<file path="src/rtl/bridge_mailbox_pkg.sv">
// bridge_mailbox_pkg: bridge bus types, mailbox register offsets and bit positions
package bridge_mailbox_pkg;
  typedef logic [31:0] bridge_addr_t;
  typedef logic [31:0] bridge_data_t;
  localparam logic [3:0] MBOX_RX_DATA = 4'h0;
  localparam logic [3:0] MBOX_TX_DATA = 4'h4;
  localparam logic [3:0] MBOX_STATUS  = 4'h8;
  localparam logic [3:0] MBOX_CTRL    = 4'hC;
  localparam int ST_RX_FULL     = 0;
  localparam int ST_RX_EMPTY    = 1;
  localparam int ST_TX_FULL     = 2;
  localparam int ST_TX_EMPTY    = 3;
  localparam int ST_RX_OVERFLOW = 4;
  localparam int ST_TX_UNDERFLOW = 5;
  localparam int CTRL_RX_FLUSH  = 0;
  localparam int CTRL_TX_FLUSH  = 1;
  localparam int CTRL_CLR_STICKY = 2;
endpackage

</file>
<file path="src/rtl/bridge_if.sv">
// bridge_if: host bridge bus; leaf modport drives only rd_data
interface bridge_if import bridge_mailbox_pkg::*; (input logic clk);
  bridge_addr_t addr;
  bridge_data_t wr_data;
  bridge_data_t rd_data;
  logic wr;
  logic rd;
  modport leaf (input addr, input wr_data, input wr, input rd, output rd_data);
  modport host (input clk, output addr, output wr_data, output wr, output rd, input rd_data);
endinterface

</file>
<file path="src/rtl/bridge_mailbox_fifo.sv">
// bridge_mailbox_fifo: show-ahead FIFO with flush; head reads 0 while empty
module bridge_mailbox_fifo #(
  parameter int DEPTH = 16,
  parameter int WIDTH = 32
) (
  input  logic                       clk,
  input  logic                       reset_n,
  input  logic                       flush,
  input  logic                       push,
  input  logic [WIDTH-1:0]           wdata,
  input  logic                       pop,
  output logic [WIDTH-1:0]           rdata,
  output logic                       full,
  output logic                       empty,
  output logic [$clog2(DEPTH):0]     count
);
  localparam int AW = $clog2(DEPTH);
  logic [WIDTH-1:0] mem [DEPTH];
  logic [AW-1:0] wptr, rptr;
  logic do_push, do_pop;
  assign full    = count == (AW+1)'(DEPTH);
  assign empty   = count == '0;
  assign do_push = push && !full;
  assign do_pop  = pop && !empty;
  assign rdata   = empty ? '0 : mem[rptr];
  // pointer and occupancy bookkeeping; flush wins over any transfer
  always_ff @(posedge clk or negedge reset_n) begin
    if (!reset_n) begin
      wptr  <= '0;
      rptr  <= '0;
      count <= '0;
    end else if (flush) begin
      wptr  <= '0;
      rptr  <= '0;
      count <= '0;
    end else begin
      if (do_push) wptr <= wptr + 1'b1;
      if (do_pop) rptr <= rptr + 1'b1;
      count <= count + (AW+1)'(do_push) - (AW+1)'(do_pop);
    end
  end
  // storage needs no reset: empty gates the head to 0
  always_ff @(posedge clk) begin
    if (do_push && !flush) mem[wptr] <= wdata;
  end
endmodule

</file>
<file path="src/rtl/bridge_mailbox.sv">
// bridge_mailbox: bridge leaf exposing an RX and a TX word FIFO to the host
module bridge_mailbox import bridge_mailbox_pkg::*; #(
  parameter bridge_addr_t BASE_ADDR = 32'h0000_0000,
  parameter int DEPTH = 16
) (
  input  logic        clk,
  input  logic        reset_n,
  bridge_if.leaf      bridge,
  output logic [31:0] rx_data,
  output logic        rx_valid,
  input  logic        rx_ready,
  input  logic [31:0] tx_data,
  input  logic        tx_valid,
  output logic        tx_ready
);
  localparam int CW = $clog2(DEPTH) + 1;
  logic sel, unused;
  logic [3:0] off;
  logic rx_push, rx_full, rx_empty, rx_flush;
  logic tx_pop, tx_full, tx_empty, tx_flush;
  logic ctrl_wr, clr_sticky, rx_overflow, tx_underflow;
  logic [CW-1:0] rx_count, tx_count;
  logic [31:0] tx_head, status;
  assign unused     = ^bridge.addr[1:0];
  assign sel        = bridge.addr[31:4] == BASE_ADDR[31:4];
  assign off        = {bridge.addr[3:2], 2'b00};
  assign rx_push    = bridge.wr && sel && off == MBOX_RX_DATA;
  assign tx_pop     = bridge.rd && sel && off == MBOX_TX_DATA;
  assign ctrl_wr    = bridge.wr && sel && off == MBOX_CTRL;
  assign rx_flush   = ctrl_wr && bridge.wr_data[CTRL_RX_FLUSH];
  assign tx_flush   = ctrl_wr && bridge.wr_data[CTRL_TX_FLUSH];
  assign clr_sticky = ctrl_wr && bridge.wr_data[CTRL_CLR_STICKY];
  assign rx_valid   = !rx_empty;
  assign tx_ready   = !tx_full;
  bridge_mailbox_fifo #(.DEPTH(DEPTH), .WIDTH(32)) u_rx (
    .clk, .reset_n, .flush(rx_flush), .push(rx_push), .wdata(bridge.wr_data),
    .pop(rx_ready), .rdata(rx_data), .full(rx_full), .empty(rx_empty), .count(rx_count)
  );
  bridge_mailbox_fifo #(.DEPTH(DEPTH), .WIDTH(32)) u_tx (
    .clk, .reset_n, .flush(tx_flush), .push(tx_valid), .wdata(tx_data),
    .pop(tx_pop), .rdata(tx_head), .full(tx_full), .empty(tx_empty), .count(tx_count)
  );
  // STATUS word from pre-edge FIFO state and sticky flags
  always_comb begin
    status = '0;
    status[ST_RX_FULL]      = rx_full;
    status[ST_RX_EMPTY]     = rx_empty;
    status[ST_TX_FULL]      = tx_full;
    status[ST_TX_EMPTY]     = tx_empty;
    status[ST_RX_OVERFLOW]  = rx_overflow;
    status[ST_TX_UNDERFLOW] = tx_underflow;
    status[15:8]            = 8'(rx_count);
    status[23:16]           = 8'(tx_count);
  end
  // sticky error flags and registered read port, held between rd pulses
  always_ff @(posedge clk or negedge reset_n) begin
    if (!reset_n) begin
      rx_overflow    <= 1'b0;
      tx_underflow   <= 1'b0;
      bridge.rd_data <= '0;
    end else begin
      if (clr_sticky) rx_overflow <= 1'b0;
      else if (rx_push && rx_full) rx_overflow <= 1'b1;
      if (clr_sticky) tx_underflow <= 1'b0;
      else if (tx_pop && tx_empty) tx_underflow <= 1'b1;
      if (bridge.rd)
        bridge.rd_data <= !sel ? '0 : off == MBOX_TX_DATA ? tx_head : off == MBOX_STATUS ? status : '0;
    end
  end
endmodule

</file>
<file path="src/flat_wrapper.sv">
// flat-port wrapper written by rule: the top's interface ports become plain ports
module bridge_mailbox_flat import bridge_mailbox_pkg::*;
#(
  parameter bridge_addr_t BASE_ADDR = 32'h0000_0000,
  parameter int DEPTH = 16
)
  (clk, reset_n, rx_data, rx_valid, rx_ready, tx_data, tx_valid, tx_ready, bridge_addr, bridge_wr_data, bridge_wr, bridge_rd, bridge_rd_data);
  bridge_if bridge_i (.clk(clk));
  input  logic clk;
  input  logic reset_n;
  output logic [31:0] rx_data;
  output logic rx_valid;
  input  logic rx_ready;
  input  logic [31:0] tx_data;
  input  logic tx_valid;
  output logic tx_ready;
  input wire logic [$bits(bridge_i.addr)-1:0] bridge_addr;
  input wire logic [$bits(bridge_i.wr_data)-1:0] bridge_wr_data;
  input wire logic [$bits(bridge_i.wr)-1:0] bridge_wr;
  input wire logic [$bits(bridge_i.rd)-1:0] bridge_rd;
  output wire logic [$bits(bridge_i.rd_data)-1:0] bridge_rd_data;
  assign bridge_i.addr = bridge_addr;
  assign bridge_i.wr_data = bridge_wr_data;
  assign bridge_i.wr = bridge_wr;
  assign bridge_i.rd = bridge_rd;
  assign bridge_rd_data = bridge_i.rd_data;
  bridge_mailbox #(.BASE_ADDR(BASE_ADDR), .DEPTH(DEPTH)) u_core (.clk(clk), .reset_n(reset_n), .bridge(bridge_i), .rx_data(rx_data), .rx_valid(rx_valid), .rx_ready(rx_ready), .tx_data(tx_data), .tx_valid(tx_valid), .tx_ready(tx_ready));
endmodule
</file>
<file path="config.mk">
export PLATFORM = sky130hd
export DESIGN_NAME = bridge_mailbox_flat
export DESIGN_NICKNAME = d
export VERILOG_FILES = /design/src/rtl/bridge_mailbox_pkg.sv /design/src/rtl/bridge_if.sv /design/src/rtl/bridge_mailbox_fifo.sv /design/src/rtl/bridge_mailbox.sv /design/src/flat_wrapper.sv
export SDC_FILE = /design/constraint.sdc
export NUM_CORES = 1
export LEC_CHECK = 0
export BUFFER_PORTS_ARGS = -buffer_cell sky130_fd_sc_hd__buf_2
export CORE_UTILIZATION = 44
export DETAILED_ROUTE_END_ITERATION = 7
export REMOVE_ABC_BUFFERS = 1
export SLEW_MARGIN = 5
export SYNTH_ARGS = -nofsm -noshare
export SYNTH_HDL_FRONTEND = slang
export SYNTH_SLANG_ARGS = --single-unit
</file>
<file path="constraint.sdc">
create_clock -name clk -period 12.1 [get_ports clk]
set_input_delay 3.025 -clock clk [delete_from_list [all_inputs] [get_ports clk]]
set_output_delay 3.025 -clock clk [all_outputs]
set_load 0.01 [all_outputs]
</file>
* Yosys cells after proc, flatten, opt, wreduce, memory -nomap -nowiden
Memories as Yosys holds them, arrays and structs flattened. Cells that the tools add are included.
Storage, ports and cells: logic and storage cells 79, bits of input ports 102, memory bits (writable) 1024, memories kept 2, output and inout bits 66, flip-flop bits (word level) 60
Memories:
- u_core.u_rx.mem | words 16, bits a word 32, read ports 1, clocked after memory_dff 0, write ports 1, RTL line bridge_mailbox_fifo.sv:18 | logic [WIDTH-1:0] mem [DEPTH];
- u_core.u_tx.mem | words 16, bits a word 32, read ports 1, clocked after memory_dff 0, write ports 1, RTL line bridge_mailbox_fifo.sv:18
Operators by class: eq/ne operators 5, add/sub/neg operators 8, mux-type cells 23, reduce and logical (&&, ||, !) cells 32
Operator list (count):
- 32-bit 2-to-1 mux | 4
- 4-bit 2-to-1 mux | 8
- 28-bit logical NOT | 1
- 21-bit 2-to-1 mux | 1
- 4-bit by 1-bit adder with 4-bit output, second input constant | 4
- 1-bit logical AND | 16
- 2-bit nonzero test | 6
- 5-bit by 1-bit adder with 5-bit output | 2
- 5-bit equality test, second input constant | 2
- 5-bit logical NOT | 2
- 5-bit 2-to-1 mux | 2
- 5-bit by 1-bit subtractor with 5-bit output | 2
- 1-bit 2-to-1 mux | 8
- 1-bit logical NOT | 6
- 2-bit equality test, second input constant | 2
- 4-bit logical NOT | 1
- 2-bit by 1-bit equality test with 1-bit output, second input constant | 1

* Depth between registers and ports, before layout
word-level depth 8, depth in mapped cells 17, mapped depth without buffers 16

* Cells and area by module
A second synthesis with hierarchy kept.
Unflattened totals: cells, all modules 1912, area, all modules 42160.4 um2
Modules (own cells, without submodules):
- bridge_mailbox_fifo | area each 20254.4 um2, cells an instance 894, times used 2
- bridge_mailbox | area each 1651.6 um2, cells an instance 124, times used 1

* Worst setup path before layout
No wires, ideal clock.
path kind input -> register, from input port bridge_addr[6], to memory u_core.u_rx.mem[2][0], enable pin, buffers on the path 0, arrival 7.442 ns, cell stages on the path 5, setup slack 4.145 ns, required time 11.587 ns, cells stage by stage nor4_4 -> nand4_4 -> nor4_4 -> inv_2 -> nor4b_1
On the way: cells in the longest elaborated chain, start to end 8, elaborated cells on any way between the ends 10
RTL lines:
- start: declaration | RTL line flat_wrapper.sv:17 | input wire logic [$bits(bridge_i.addr)-1:0] bridge_addr;
- 28-bit logical NOT * | RTL line bridge_mailbox.sv:25 | assign sel = bridge.addr[31:4] == BASE_ADDR[31:4];
- 1-bit logical AND * | RTL line bridge_mailbox.sv:27, bridge_mailbox.sv:29
- 1-bit logical AND | RTL line bridge_mailbox.sv:29 | assign ctrl_wr = bridge.wr && sel && off == MBOX_CTRL;
- 1-bit logical AND | RTL line bridge_mailbox.sv:30 | assign rx_flush = ctrl_wr && bridge.wr_data[CTRL_RX_FLUSH];
- 1-bit logical NOT | RTL line bridge_mailbox_fifo.sv:44 | if (do_push && !flush) mem[wptr] <= wdata;
- 1-bit logical AND * | RTL line bridge_mailbox_fifo.sv:44
- 1-bit 2-to-1 mux * | RTL line bridge_mailbox_fifo.sv:44
- 1-bit 2-to-1 mux (not written as such) * | RTL line bridge_mailbox_fifo.sv:44
- end: declaration | RTL line bridge_mailbox_fifo.sv:18
Every way passes the cells marked *; elsewhere a longest branch is shown, timed or not.

* Worst setup path in the final report
from register u_core.u_rx.rptr[0], to output port rx_data[11]
On the way: cells in the longest elaborated chain, start to end 2
RTL lines:
- start: declaration | RTL line bridge_mailbox_fifo.sv:19 | logic [AW-1:0] wptr, rptr;
- start signal: assignment | RTL line bridge_mailbox_fifo.sv:38 | if (do_pop) rptr <= rptr + 1'b1;
- memory 16 x 32 bit
- 32-bit 2-to-1 mux | RTL line bridge_mailbox_fifo.sv:25 | assign rdata = empty ? '0 : mem[rptr];
- end: declaration | RTL line flat_wrapper.sv:11 | output logic [31:0] rx_data;
Every way passes these cells.

==> out/qor.csv <==
stage,metric,value,unit
outcome,run status,"complete, no violations",
synth,most common cell in the netlist,edfxtp_1,
critical_path,CP Max Fanout,50,
cts,CTS Buf Count,109,
cts,clk_lat worst skew,0.67,ns
timing,RSZ-0062 raised after global routing,no,
cts,H-Tree Depth,3,
power_and_ir_drop,Leak Pwr,15.4,nW
final_layout,layout cell share with drive strength beyond 1,33.2,%
synth,Post-synth EDFFs,1024,
grt,"Most Used Layer, Global Route",met2,
route,DR vias,19659,
synth,number of distinct library cells after synthesis,45,
grt,vias in the first global route,20541,
floorplan,die area,96100,um2
synth,cell taking the most area after synthesis,edfxtp_1,
timing,Max Slew Vio Count,0,
route,ANT nets after route,0,
run,max-cap violation count,0,
critical_path,required time worst endpoint,9.07,ns
grt,first-pass GRT wire length,140000,um
timing,"Hold Violations, Final",0,
synth,top-area cell type share of the netlist area,73.7,%
timing,Least-Margin Pin Slew,1.07,ns
route,drt via density,5.73,
timing,final number of setup-violating endpoints,0,
cts,clk buf depth,3,
timing,final worst-path cycle share,61.4,%
route,DRT Wirelength,97100,um
grt,grt met3 use,4.29,%
grt,total gr overflow,0,
final_layout,P&R area growth vs syn,14.5,%
worst_hold_path,worst hold path type,reg -> reg,
power_and_ir_drop,Pwr Density,195,nW/um2
place,port bufs,165,
final_layout,Final Core Density,51.0,%
timing,achievable clock frequency,135,MHz
floorplan,Core ar.,93600,um2
critical_path,worst setup path class,reg -> out,
synth,flop and latch count out of synthesis,1084,
place,dpl hpwl,52700,um
final_layout,Final nets,2211,
synth,ys async rst share,5.54,%
synth,"Avg Cell Area, Syn",22.6,um2
synth,Synth top cells by count,"edfxtp_1 (1024), mux4_2 (288), a22oi_1 (62), clkbuf_1 (61), dfrtp_1 (60)",
timing,setup TNS,0,ns
timing,Final WS setup,4.68,ns
place,dpl ws,5.20,ns
cts,cts repair resizes,0,
floorplan,Die Height,310,um
synth,top post-synthesis cells by area,"edfxtp_1 (74%), mux4_2 (16%), dfrtp_1 (3.6%)",
synth,Synth Flop Type,edfxtp_1,
synth,yosys warns,0,
cts,hold-fix buffers at CTS,0,
synth,Cells after Synth,1844,
grt,global routing usage on met2,34.6,%
cts,clock-pin transition on the worst setup and hold timing paths,0.06,ns
timing,Final min period,7.42,ns
floorplan,FP Rows,112,
critical_path,Startpoint Class,register,
place,Placed Area,44400,um2
grt,initial antenna violation count,18,
cts,Post-CTS Setup Inserts,0,
floorplan,Die X-Extent,310,um
critical_path,endpoint class of the critical path,output port,
cts,TritonCTS Sinks,1084,
cts,CTS tree,yes,
floorplan,IO Count,168,
grt,Tot GR Track Use,20.5,%
cts,root buffer cell,clkbuf_16,
route,Iter 0 DRT Violations,1862,
final_layout,final instance area,47800,um2
floorplan,Starting Density,44.6,%
timing,worst rel slew slack,28.7,%
route,DR WL/cell,28.3,um
place,gp weighted congestion,0.741,
synth,Mapped Area,41700,um2
grt,met1 GRT Util,27.2,%
synth,sequential area share after synthesis,77.3,%
critical_path,Arrival @ worst endpoint,4.40,ns
power_and_ir_drop,Max IR drop VDD,0.000137,V
grt,largest net degree at the start of global routing,68,
timing,clk_skew,0.0194,ns
route,DRC errors left,0,
route,drt first pass iters,5,
final timing paths:
path                            cells after the start  slack (ns)                      start                        end
min in group asynchronous                           1        2.27                    reset_n  u_core.bridge.rd_data[29]
worst min register to register                      1        0.51  u_core.bridge.rd_data[31]  u_core.bridge.rd_data[31]
worst max-delay path                                6        4.68        u_core.u_rx.rptr[0]                rx_data[11]
max in group asynchronous                           2        8.78                    reset_n        u_core.u_rx.rptr[0]
worst min-delay path                                1        0.51  u_core.bridge.rd_data[31]  u_core.bridge.rd_data[31]
worst max register to register                      7        8.40       u_core.u_tx.count[3]    u_core.u_tx.mem[10][18]
report_power, final:
group / switching (W) / leakage (nW) / internal, W
clock network: 0.00136 / 1.67 / 0.00185
logic: 0.000795 / 3.75 / 0.000825
registers: 0.000185 / 10.0 / 0.00431
cell families after synthesis:
| group | Yosys count | share of synthesized area, % |
|---|---|---|
| xor+xnor | 13 | 0.273 |
| buf+inv | 126 | 1.21 |
| flops | 1084 | 77.3 |
| mux | 290 | 15.6 |
| compound gates | 139 | 2.43 |
| fa+ha+maj | 24 | 0.756 |
| simple gates | 168 | 2.45 |
registers in the layout, indices dropped and copies added, names as in the netlist:
register and flops:
u_core.u_rx.mem 512, u_core.bridge.rd_data 32, u_core.u_rx.count 5, u_core.u_tx.count 5, u_core.u_rx.rptr 4, u_core.rx_overflow 1
u_core.u_tx.mem 512, u_core.tx_underflow 1, u_core.u_tx.wptr 4, u_core.u_tx.rptr 4, u_core.u_rx.wptr 4
layout by cell type (no fill, tap or decap), types with 10 or more instances in the layout:
master,synthesis,layout
clkinv_1,0,23
buf_4,0,64
and3_2,0,12
mux4_2,288,288
nor3_2,0,10
buf_2,25,164
a22oi_1,62,62
clkbuf_1,61,25
a21oi_1,28,28
dfrtp_1,60,54
clkbuf_16,0,109
clkinv_2,0,18
and2_1,34,34
edfxtp_1,1024,1024
a22o_1,16,16
ha_1,22,22
nand2_1,35,35
nor2_1,23,21
inv_1,27,27
a221o_1,13,13
layer usage:
metal,wire [um],share of wire (%),vias up
met5,152,0.16,-
met4,2110,2.2,24
met3,6760,7.0,156
met2,49000,50,618
met1,39100,40,10553
li1,-,-,8308
per-stage QoR:
stage	hold WS, ns	power [W]	cells
after floorplan	0.479	0.00576	1746
after detailed placement	0.494	0.00622	3228
after CTS	0.514	0.00942	3428
final	0.510	0.00933	3432
after global routing	0.522	0.00968	3429
after global placement	0.490	0.00618	3228
critical path, cell delays in order (launching register included):
cell and delay, ns:
dfrtp_4 0.76, buf_4 0.57, buf_4 0.87, mux4_2 0.62, mux4_2 0.47, and2_1 0.20
buf_2 0.15
area by class of cell:
type	instances	area [um2]
fillers	7518	45800
repair buffers	228	1300
clock buffers	142	2930
diodes	4	10.0
inverters	28	105
clock inverters	58	484
well taps	1254	1570
multi-input cells	634	9110
flip-flops and latches	1084	32300
No activity file was read; power rests on OpenSTA's default activity.
